`config.mk`:
```
export PLATFORM = sky130hd
export DESIGN_NAME = spi_reg_bank
export DESIGN_NICKNAME = d
export VERILOG_FILES = /design/src/rtl/spi_reg_bank_pkg.sv /design/src/rtl/spi_reg_bank_sync_edge.sv /design/src/rtl/spi_reg_bank.sv
export SDC_FILE = /design/constraint.sdc
export NUM_CORES = 1
export LEC_CHECK = 0
export ABC_AREA = 1
export ABC_CLOCK_PERIOD_IN_PS = 2000
export CELL_PAD_IN_SITES_DETAIL_PLACEMENT = 0
export CELL_PAD_IN_SITES_GLOBAL_PLACEMENT = 1
export CORE_MARGIN = 1.5
export CORE_UTILIZATION = 30
export CTS_BUF_LIST = sky130_fd_sc_hd__clkbuf_2 sky130_fd_sc_hd__clkbuf_4 sky130_fd_sc_hd__clkbuf_8
export DETAILED_ROUTE_END_ITERATION = 10
export PLACE_DENSITY_LB_ADDON = 0.1
export SLEW_MARGIN = 20
export SYNTH_ARGS = -nofsm -noshare
export SYNTH_HDL_FRONTEND = slang
export SYNTH_SLANG_ARGS = --single-unit
```
`constraint.sdc`:
```
create_clock -name clk -period 2 [get_ports clk]
set_input_delay 0.2 -clock clk [delete_from_list [all_inputs] [get_ports clk]]
set_output_delay 0.2 -clock clk [all_outputs]
set_load 0.05 [all_outputs]
```
`src/rtl/spi_reg_bank_pkg.sv`:
```
// rtl/spi_reg_bank_pkg.sv - shared state type, constants and frame helper for spi_reg_bank
package spi_reg_bank_pkg;

  typedef enum logic [1:0] {IDLE, SHIFT, COMMIT, ABORT} spi_state_t;

  localparam logic RW_WRITE = 1'b1;

  function automatic int frame_w(input int addr_w, input int data_w);
    return 1 + addr_w + data_w;
  endfunction

endpackage

```
`src/rtl/spi_reg_bank_sync_edge.sv`:
```
// rtl/spi_reg_bank_sync_edge.sv - spi_sync_edge: 2-flop synchroniser plus history flop with edge detect
module spi_sync_edge #(
  parameter logic RESET_VAL = 1'b0
) (
  input  logic clk,
  input  logic rst_n,
  input  logic din,
  output logic level,
  output logic rise,
  output logic fall
);

  logic [2:0] sync_q;

  always_ff @(posedge clk or negedge rst_n) begin
    if (!rst_n) sync_q <= {3{RESET_VAL}};
    else        sync_q <= {sync_q[1:0], din};
  end

  // edges come from the second sync stage against the history flop
  assign level = sync_q[1];
  assign rise  = sync_q[1] & ~sync_q[2];
  assign fall  = ~sync_q[1] & sync_q[2];

endmodule

```
`src/rtl/spi_reg_bank.sv`:
```
// rtl/spi_reg_bank.sv - SPI mode-0 register bank with read-back and write strobe
// Optional error counter at address NUM_REGS: SPI_REG_BANK_ERR_CNT_EN
module spi_reg_bank
  import spi_reg_bank_pkg::*;
#(
  parameter int NUM_REGS = 5,
  parameter int DATA_W   = 8,
  parameter int ADDR_W   = 7
) (
  input  logic                       clk,
  input  logic                       rst_n,
  input  logic                       sclk,
  input  logic                       ncs,
  input  logic                       copi,
  output logic                       cipo,
  output logic                       cipo_oe,
  output logic [NUM_REGS*DATA_W-1:0] regs_flat,
  output logic                       wr_strobe,
  output logic [ADDR_W-1:0]          wr_addr
);

  localparam int FRAME_W = frame_w(ADDR_W, DATA_W);
  localparam int CNT_W   = $clog2(FRAME_W + 2);
  localparam logic [CNT_W-1:0] CNT_LAST_ADDR  = CNT_W'(ADDR_W);
  localparam logic [CNT_W-1:0] CNT_FIRST_DATA = CNT_W'(ADDR_W + 1);
  localparam logic [CNT_W-1:0] CNT_FULL       = CNT_W'(FRAME_W);
  localparam logic [CNT_W-1:0] CNT_SAT        = CNT_W'(FRAME_W + 1);

  logic sclk_lvl, sclk_rise, sclk_fall;
  logic ncs_lvl, ncs_rise, ncs_fall;
  logic copi_lvl, copi_rise, copi_fall;
  logic sync_unused;

  spi_sync_edge #(.RESET_VAL(1'b0)) u_sync_sclk (
    .clk(clk), .rst_n(rst_n), .din(sclk), .level(sclk_lvl), .rise(sclk_rise), .fall(sclk_fall));
  spi_sync_edge #(.RESET_VAL(1'b1)) u_sync_ncs (
    .clk(clk), .rst_n(rst_n), .din(ncs), .level(ncs_lvl), .rise(ncs_rise), .fall(ncs_fall));
  spi_sync_edge #(.RESET_VAL(1'b0)) u_sync_copi (
    .clk(clk), .rst_n(rst_n), .din(copi), .level(copi_lvl), .rise(copi_rise), .fall(copi_fall));

  assign sync_unused = ^{sclk_lvl, copi_rise, copi_fall};

  spi_state_t                 state_q, state_d;
  logic [CNT_W-1:0]           cnt_q;
  logic [FRAME_W-1:0]         sr_q;
  logic [DATA_W-1:0]          out_q;
  logic [NUM_REGS*DATA_W-1:0] regs_q;
  logic                       fall_pend_q;
  logic                       start, frame_end, commit_wr, wr_hit;
  logic [DATA_W-1:0]          rd_data;
  logic [ADDR_W:0]            live_frame;

`ifdef SPI_REG_BANK_ERR_CNT_EN
  localparam logic [ADDR_W:0] ERR_ADDR = (ADDR_W + 1)'(NUM_REGS);
  logic [7:0] err_cnt_q;
`endif

  // a fall seen during COMMIT/ABORT is remembered for one cycle
  assign start      = (ncs_fall | fall_pend_q) & ~ncs_lvl;
  assign frame_end  = (state_q == SHIFT) && ncs_rise;
  assign commit_wr  = (state_q == COMMIT) && (sr_q[FRAME_W-1] == RW_WRITE);
  assign live_frame = {sr_q[ADDR_W-1:0], copi_lvl};

  always_ff @(posedge clk or negedge rst_n) begin
    if (!rst_n) state_q <= IDLE;
    else        state_q <= state_d;
  end

  always_comb begin
    state_d = state_q;
    case (state_q)
      IDLE:          if (start) state_d = SHIFT;
      SHIFT:         if (ncs_rise) state_d = (cnt_q == CNT_FULL) ? COMMIT : ABORT;
      COMMIT, ABORT: state_d = IDLE;
      default:       state_d = IDLE;
    endcase
  end

  always_comb begin
    wr_hit  = 1'b0;
    rd_data = '0;
    for (int i = 0; i < NUM_REGS; i++) begin
      if (sr_q[DATA_W +: ADDR_W] == ADDR_W'(i)) wr_hit = 1'b1;
      if (live_frame[ADDR_W-1:0] == ADDR_W'(i)) rd_data = regs_q[i*DATA_W +: DATA_W];
    end
`ifdef SPI_REG_BANK_ERR_CNT_EN
    if ({1'b0, live_frame[ADDR_W-1:0]} == ERR_ADDR) rd_data = DATA_W'(err_cnt_q);
`endif
  end

  always_ff @(posedge clk or negedge rst_n) begin
    if (!rst_n) begin
      cnt_q       <= '0;
      sr_q        <= '0;
      out_q       <= '0;
      cipo_oe     <= 1'b0;
      fall_pend_q <= 1'b0;
    end else begin
      fall_pend_q <= ncs_fall;
      if (state_q == IDLE && start) begin
        cnt_q <= '0;
        sr_q  <= '0;
      end else if (frame_end) begin
        cipo_oe <= 1'b0;
        out_q   <= '0;
      end else if (state_q == SHIFT) begin
        if (sclk_rise) begin
          if (cnt_q != CNT_SAT) cnt_q <= cnt_q + CNT_W'(1);
          sr_q <= sr_q << 1 | FRAME_W'(copi_lvl);
          if (cnt_q == CNT_LAST_ADDR && live_frame[ADDR_W] != RW_WRITE) begin
            out_q   <= rd_data;
            cipo_oe <= 1'b1;
          end
        end else if (sclk_fall && cipo_oe && cnt_q > CNT_FIRST_DATA) begin
          // the fall right after loading is skipped so the MSB meets the first data rise
          out_q <= out_q << 1;
        end
      end
    end
  end

  assign cipo = out_q[DATA_W-1];

  always_ff @(posedge clk or negedge rst_n) begin
    if (!rst_n) begin
      regs_q    <= '0;
      wr_strobe <= 1'b0;
      wr_addr   <= '0;
    end else begin
      wr_strobe <= 1'b0;
      if (commit_wr && wr_hit) begin
        wr_strobe <= 1'b1;
        wr_addr   <= sr_q[DATA_W +: ADDR_W];
        for (int i = 0; i < NUM_REGS; i++)
          if (sr_q[DATA_W +: ADDR_W] == ADDR_W'(i)) regs_q[i*DATA_W +: DATA_W] <= sr_q[DATA_W-1:0];
      end
    end
  end

  assign regs_flat = regs_q;

`ifdef SPI_REG_BANK_ERR_CNT_EN
  always_ff @(posedge clk or negedge rst_n) begin
    if (!rst_n) err_cnt_q <= '0;
    else if (commit_wr && {1'b0, sr_q[DATA_W +: ADDR_W]} == ERR_ADDR) err_cnt_q <= '0;
    else if ((state_q == ABORT) || (commit_wr && !wr_hit)) begin
      if (err_cnt_q != 8'hFF) err_cnt_q <= err_cnt_q + 8'd1;
    end
  end
`endif

endmodule
```
==> results of run 1 <==
state kept, by name (all words and copies together) (netlist names):
name,cells
u_sync_copi.sync_q,2
u_sync_ncs.sync_q,3
sr_q,16
cipo_oe,1
wr_strobe,1
u_sync_sclk.sync_q,3
out_q,8
wr_addr,7
regs_flat,40
cnt_q,5
fall_pend_q,1
state_q,2
final timing paths:
path | endpoint | slack [ns] | startpoint
worst max-delay path | regs_flat[29] | 0.15 | regs_flat[29]$_DFFE_PN0P_
worst min-delay path | u_sync_ncs.sync_q[0]$_DFF_PN1_ | 0.22 | ncs
worst max register to register | regs_flat[13]$_DFFE_PN0P_ | 0.30 | sr_q[9]$_DFFE_PN0P_
worst min register to register | u_sync_sclk.sync_q[1]$_DFF_PN0_ | 0.36 | u_sync_sclk.sync_q[0]$_DFF_PN0_
max in group asynchronous | regs_flat[11]$_DFFE_PN0P_ | 0.93 | rst_n
min in group asynchronous | regs_flat[3]$_DFFE_PN0P_ | 0.36 | rst_n
final cells by class:
cell class                      count  area (µm²)  area share
Clock buffer                       11       151.4     0.02970
Clock inverter                      5       62.56     0.01227
Inverter                           60       244.0     0.04786
Multi-Input combinational cell    293        1540      0.3022
Sequential cell                    89        2231      0.4377
Tap cell                          176       220.2     0.04320
Timing Repair Buffer               65       648.1      0.1271
power groups by stage:
| stage | clock network (mW) | logic (mW) | registers, mW |
|---|---|---|---|
| final | 1.33 | 1.01 | 2.06 |
| after global routing | 1.45 | 1.14 | 2.08 |
| after CTS | 1.40 | 1.03 | 2.06 |
| after detailed placement | 0 | 1.03 | 2.10 |
| after global placement | 0 | 1.02 | 2.09 |
| after floorplan | 0 | 0.649 | 2.10 |
cell usage after synthesis (2+ instances only):
cell and instances:
o21ai_2 22, a21oi_1 10, inv_2 8, dfrtp_1 86
ha_1 3, and3_1 2, nand3_1 45, inv_1 49
o211ai_1 4, clkbuf_1 2, buf_6 3, nor2_1 40
buf_2 3, nand2_1 94, nor2_4 4, o21ai_1 6
nor3_1 3, nor2_2 4, nand2_2 10, o22ai_1 16
o21bai_1 2, nand2_4 2, o21ai_0 17, nand4_1 2
dfstp_2 3, buf_4 3
layer usage:
metal	vias up	part of all wire	global-route usage
li1	1610	-	-
met1	1547	0.47	0.2142
met2	69	0.47	0.2604
met3	13	0.041	0.04373
met4	0	0.020	0.04911
met5	-	0	0
logic make-up (layout without fill, tap and decap cells):
group           Yosys count  after routing
compound gates           79             79
fa+ha+maj                 3              3
buf+inv                  71            141
flops                    89             89
simple gates            211            211
stage by stage:
step	setup WS [ns]	area (µm²)	std cells
6_report	0.1455	5097	699
3_3_place_gp	0.2712	4873	682
2_1_floorplan	0.5229	4094	453
4_1_cts	0.1175	5097	699
5_1_grt	0.07990	5097	699
3_5_place_dp	0.2904	4873	682
what timing repair did:
action / CTS / global route
buffers inserted: 0 / 0
hold buffers: 1 / 0
endpoints found under the hold margin: 33 / 0
==> impl_metrics.toml, run 1 <==
[flow_run]
maxCapViolCount = 0

[final_layout]
layout_common_cells = "nand2_1, dfrtp_1, clkdlybuf4s50_1"
finalCoreUtilization = 0.3834
insertedDiodeCount = 0
num-fill-cells = 1390
area_delta_synth_final_pct = 24.51
final_common_cell = "nand2_1"
nets = 526
drive_above_1_share = 0.1663

[synthesis]
synthMuxAreaShare = 0
syn_inst = 453
synth_area_mm2 = 0.004094
synth_top_area_frac = 0.5257
synthSimpleGateAreaFrac = 0.2402
ys_seq_elements = 89
synth_compound_area_frac = 0.1268
synthArstFlopShare = 1.000
synth_top_area_cell = "dfrtp_1"
synth_fa_ha_area_frac = 0.009169
syn_nets = 461
synth_edf_count = 0
synthXorXnorAreaFrac = 0
syn_avg_cell_area_um2 = 9.037
ys_seq_area_frac = 0.5449
yosysWarnings = 0
synth_area_leaders = "dfrtp_1, nand2_1, nand3_1"
ys.flop_type = "dfrtp_1"
synth_top_family_by_area = "simple AND/OR/NAND/NOR gates"
synth_cell_type_count = 36

[drt]
routed_via_density = 4.634
vias = 3239
dr.first_iter.drc_count = 153
ant_nets = 0
drt-total-wl_um = 10770
first_pass_iters = 4
wl_per_cell_um = 15.41
drcViolationCount = 0

[worst_setup_path]
cp.required_ns = 1.80
max_stage_delay_ns = 0.83
path_max_fanout = 3
critical_path.top_delay_family = "buffers and inverters"
reg2reg_depth = 8
crit_chain = "clkdlybuf4s50_1"
start_kind = "flop"
crit_buf_inv = 1
arrival_ns = 1.65
cp.depth = 1
critPathKind = "reg2out"
cp_slowest_cell = "clkdlybuf4s50_1"
cp-end-kind = "output pin"

[die]
coreArea_mm2 = 0.01330
die_area_mm2 = 0.01436
ioPinCount = 55
start_util = 0.3079
die_height_um = 119.8
dieWidth_um = 119.8
rows = 42

[sta]
max_slew_margin = 0.6100
rsz0062_at_grt = "false"
max_freq_mhz = 539.2
period_minus_slack_ns = 1.855
post-route-period-util = 0.9273
fin_skew_ns = 0.009327
maxSlewViolCount = 0
finalSetupTns_ns = 0
holdWs_ns = 0.2247
setup_viol = 0
tightest_slew_ns = 0.5850
hold_viol = 0

[global_routing]
grt_antenna_before_repair = 0
grt_max_degree = 39
grtUsageTotal = 0.1621
grt-ovfl-total = 0
grt_pass1_vias = 3162
grt_pass1_wl_um = 17540

[worst_hold_path]
min_delay_path_depth = 1
min_path_type = "in2reg"

[clock_tree]
clock_latency_ns = 0.38
cts_buffers = 9
clk_pin_slew_ns = 0.09
cts_max_path_buffers = 2
cts_sinks = 89
htree_levels = 3
root_buffer = "clkbuf_8"
cts_tree = "yes"
cts_resized = 0

[pwr]
p_int_mw = 2.907
p_seq_frac = 0.467
switching_share = 0.3402
power_mw = 4.406
clkPwrFrac = 0.303
pwr_density_cell_mw_per_mm2 = 864.4
combPwrFrac = 0.230
net-switching-power_mw = 1.499
p_leak_nw = 2.379
max-vdd-ir-drop_mv = 0.4776

[placed_design]
io_buffers = 54
dp_hpwl_um = 7766
routabilityCongestion = 0.7804

[status]
status = "complete, no violations"
Note: power is estimated with default switching activity, not from simulation.
==> run 2: changes to the inputs <==
- CELL_PAD_IN_SITES_GLOBAL_PLACEMENT: 1 -> 2
==> impl_metrics.toml, run 2 (synthesis results as in run 1) <==
[final_layout]
largest_reg_flops = 40
drive_above_1_share = 0.1695
layout_common_cells = "nand2_1, dfrtp_1, clkdlybuf4s50_1"
num-fill-cells = 1359
design_area_mm2 = 0.005089
final_common_cell = "nand2_1"
area_delta_synth_final_pct = 24.30
stdcell_count = 701
nets = 528
insertedDiodeCount = 0

[sta]
hold_viol = 0
fin_skew_ns = 0.01124
max_freq_mhz = 534.7
period_minus_slack_ns = 1.870
rsz0062_at_grt = "false"
post-route-period-util = 0.9352
finalSetupTns_ns = 0
max_slew_margin = 0.6434
maxSlewViolCount = 0
setup_viol = 0
tightest_slew_ns = 0.5336

[worst_hold_path]
holdCritStartpoint = "ncs"
min_to = "u_sync_ncs.sync_q[0]$_DFF_PN1_"
min_delay_path_depth = 1
min_path_type = "in2reg"

[worst_setup_path]
reg2reg_depth = 8
reg2reg_setup_slack_ns = 0.28
cp_slowest_cell = "clkdlybuf4s50_1"
cp-end-kind = "output pin"
start_kind = "flop"
critical_path.top_delay_family = "buffers and inverters"
path_max_fanout = 3
cp.required_ns = 1.80
critPathKind = "reg2out"
max_stage_delay_ns = 0.84
r2r_start = "sr_q[14]$_DFFE_PN0P_"
crit_buf_inv = 1
r2r_end = "regs_flat[29]$_DFFE_PN0P_"
arrival_ns = 1.67
crit_chain = "clkdlybuf4s50_1"

[clock_tree]
cts_resized = 0
htree_levels = 3
clock_latency_ns = 0.38
cts_max_path_buffers = 2
cts_buffers = 9
cts_tree = "yes"
clk_pin_slew_ns = 0.10
cts_sinks = 89
root_buffer = "clkbuf_8"

[flow_run]
maxCapViolCount = 0

[die]
dieWidth_um = 119.8
start_util = 0.3079
die_height_um = 119.8
coreArea_mm2 = 0.01330
die_area_mm2 = 0.01436
rows = 42
ioPinCount = 55

[drt]
routed_via_density = 4.668
vias = 3272
first_pass_iters = 6
wl_per_cell_um = 15.49
dr.first_iter.drc_count = 195
ant_nets = 0
drcViolationCount = 0
drt-total-wl_um = 10860

[placed_design]
dp_hpwl_um = 7838
place_inst = 684
placed_area_mm2 = 0.004876
io_buffers = 54
routabilityCongestion = 0.7699

[pwr]
pwr_density_cell_mw_per_mm2 = 858.3
max-vdd-ir-drop_mv = 0.3416
p_leak_nw = 2.372
power_mw = 4.367

[global_routing]
grt_max_degree = 45
grtUsageTotal = 0.1654
grt_antenna_before_repair = 0
grt_pass1_vias = 3176
grt_pass1_wl_um = 17760
grt-ovfl-total = 0

[status]
status = "complete, no violations"
## run 2: changes by cell type in the layout (fill, tap and decap cells not counted)
cell / before / now
clkinv_4: 1 / 2
clkinvlp_4: 2 / 3
clkbuf_8: 11 / 9
buf_4: 9 / 12
buf_12: 2 / 1
## run 2: repair_timing
item | CTS | global route
endpoints found under the hold margin | 25 | 0
buffers inserted | 0 | 0
hold buffers | 1 | 0
## run 2: layout make-up
cell class / count / area [µm²] / area share
clock buffer: 9 / 123.9 / 0.02434
clock inverter: 7 / 78.83 / 0.01549
inverter: 60 / 244.0 / 0.04795
multi-input combinational: 293 / 1540 / 0.3027
sequential: 89 / 2231 / 0.4384
tap: 176 / 220.2 / 0.04328
timing repair buffer: 67 / 650.6 / 0.1279
## run 2: report_power, final
group | switching, mW | total [mW] | internal [mW] | leakage (nW)
registers | 0.114 | 2.05 | 1.94 | 1.20
logic | 0.708 | 1.01 | 0.301 | 1.08
clock network | 0.718 | 1.30 | 0.585 | 0.0921
total | 1.54 | 4.37 | 2.83 | 2.37
## run 2: worst max path at each step
stage	startpoint	slack [ns]	cells after the start	endpoint
finish	regs_flat[14]$_DFFE_PN0P_	0.13	1	regs_flat[14]
global route	sr_q[11]$_DFFE_PN0P_	0.05	5	regs_flat[34]$_DFFE_PN0P_
CTS	regs_flat[31]$_DFFE_PN0P_	0.11	1	regs_flat[31]
detailed placement	sr_q[14]$_DFFE_PN0P_	0.26	8	regs_flat[29]$_DFFE_PN0P_
global placement	sr_q[11]$_DFFE_PN0P_	0.28	8	regs_flat[26]$_DFFE_PN0P_
floorplan	sr_q[8]$_DFFE_PN0P_	0.52	9	regs_flat[30]$_DFFE_PN0P_
## run 2: layer usage
layer,part of all wire,GRT usage,wire (µm)
met1,0.47,0.2213,5140
met2,0.47,0.2619,5108
met3,0.030,0.02757,325
met4,0.026,0.07813,286
met5,0,0,0
## run 2: through the flow
step / setup slack, ns / util / hold WS, ns
floorplan: 0.5229 / - / -0.09559
global placement: 0.2830 / 0.3667 / 0.1637
detailed placement: 0.2644 / 0.3667 / 0.1634
CTS: 0.1088 / 0.3827 / 0.1832
global route: 0.05143 / 0.3827 / 0.1914
finish: 0.1297 / 0.3827 / 0.2085
==> run 3: changes to the inputs <==
- CAP_MARGIN: not set -> 30
- TNS_END_PERCENT: not set -> 20
==> results of run 3 <==
Final layout, timing and power as in run 2 (identical DEF).
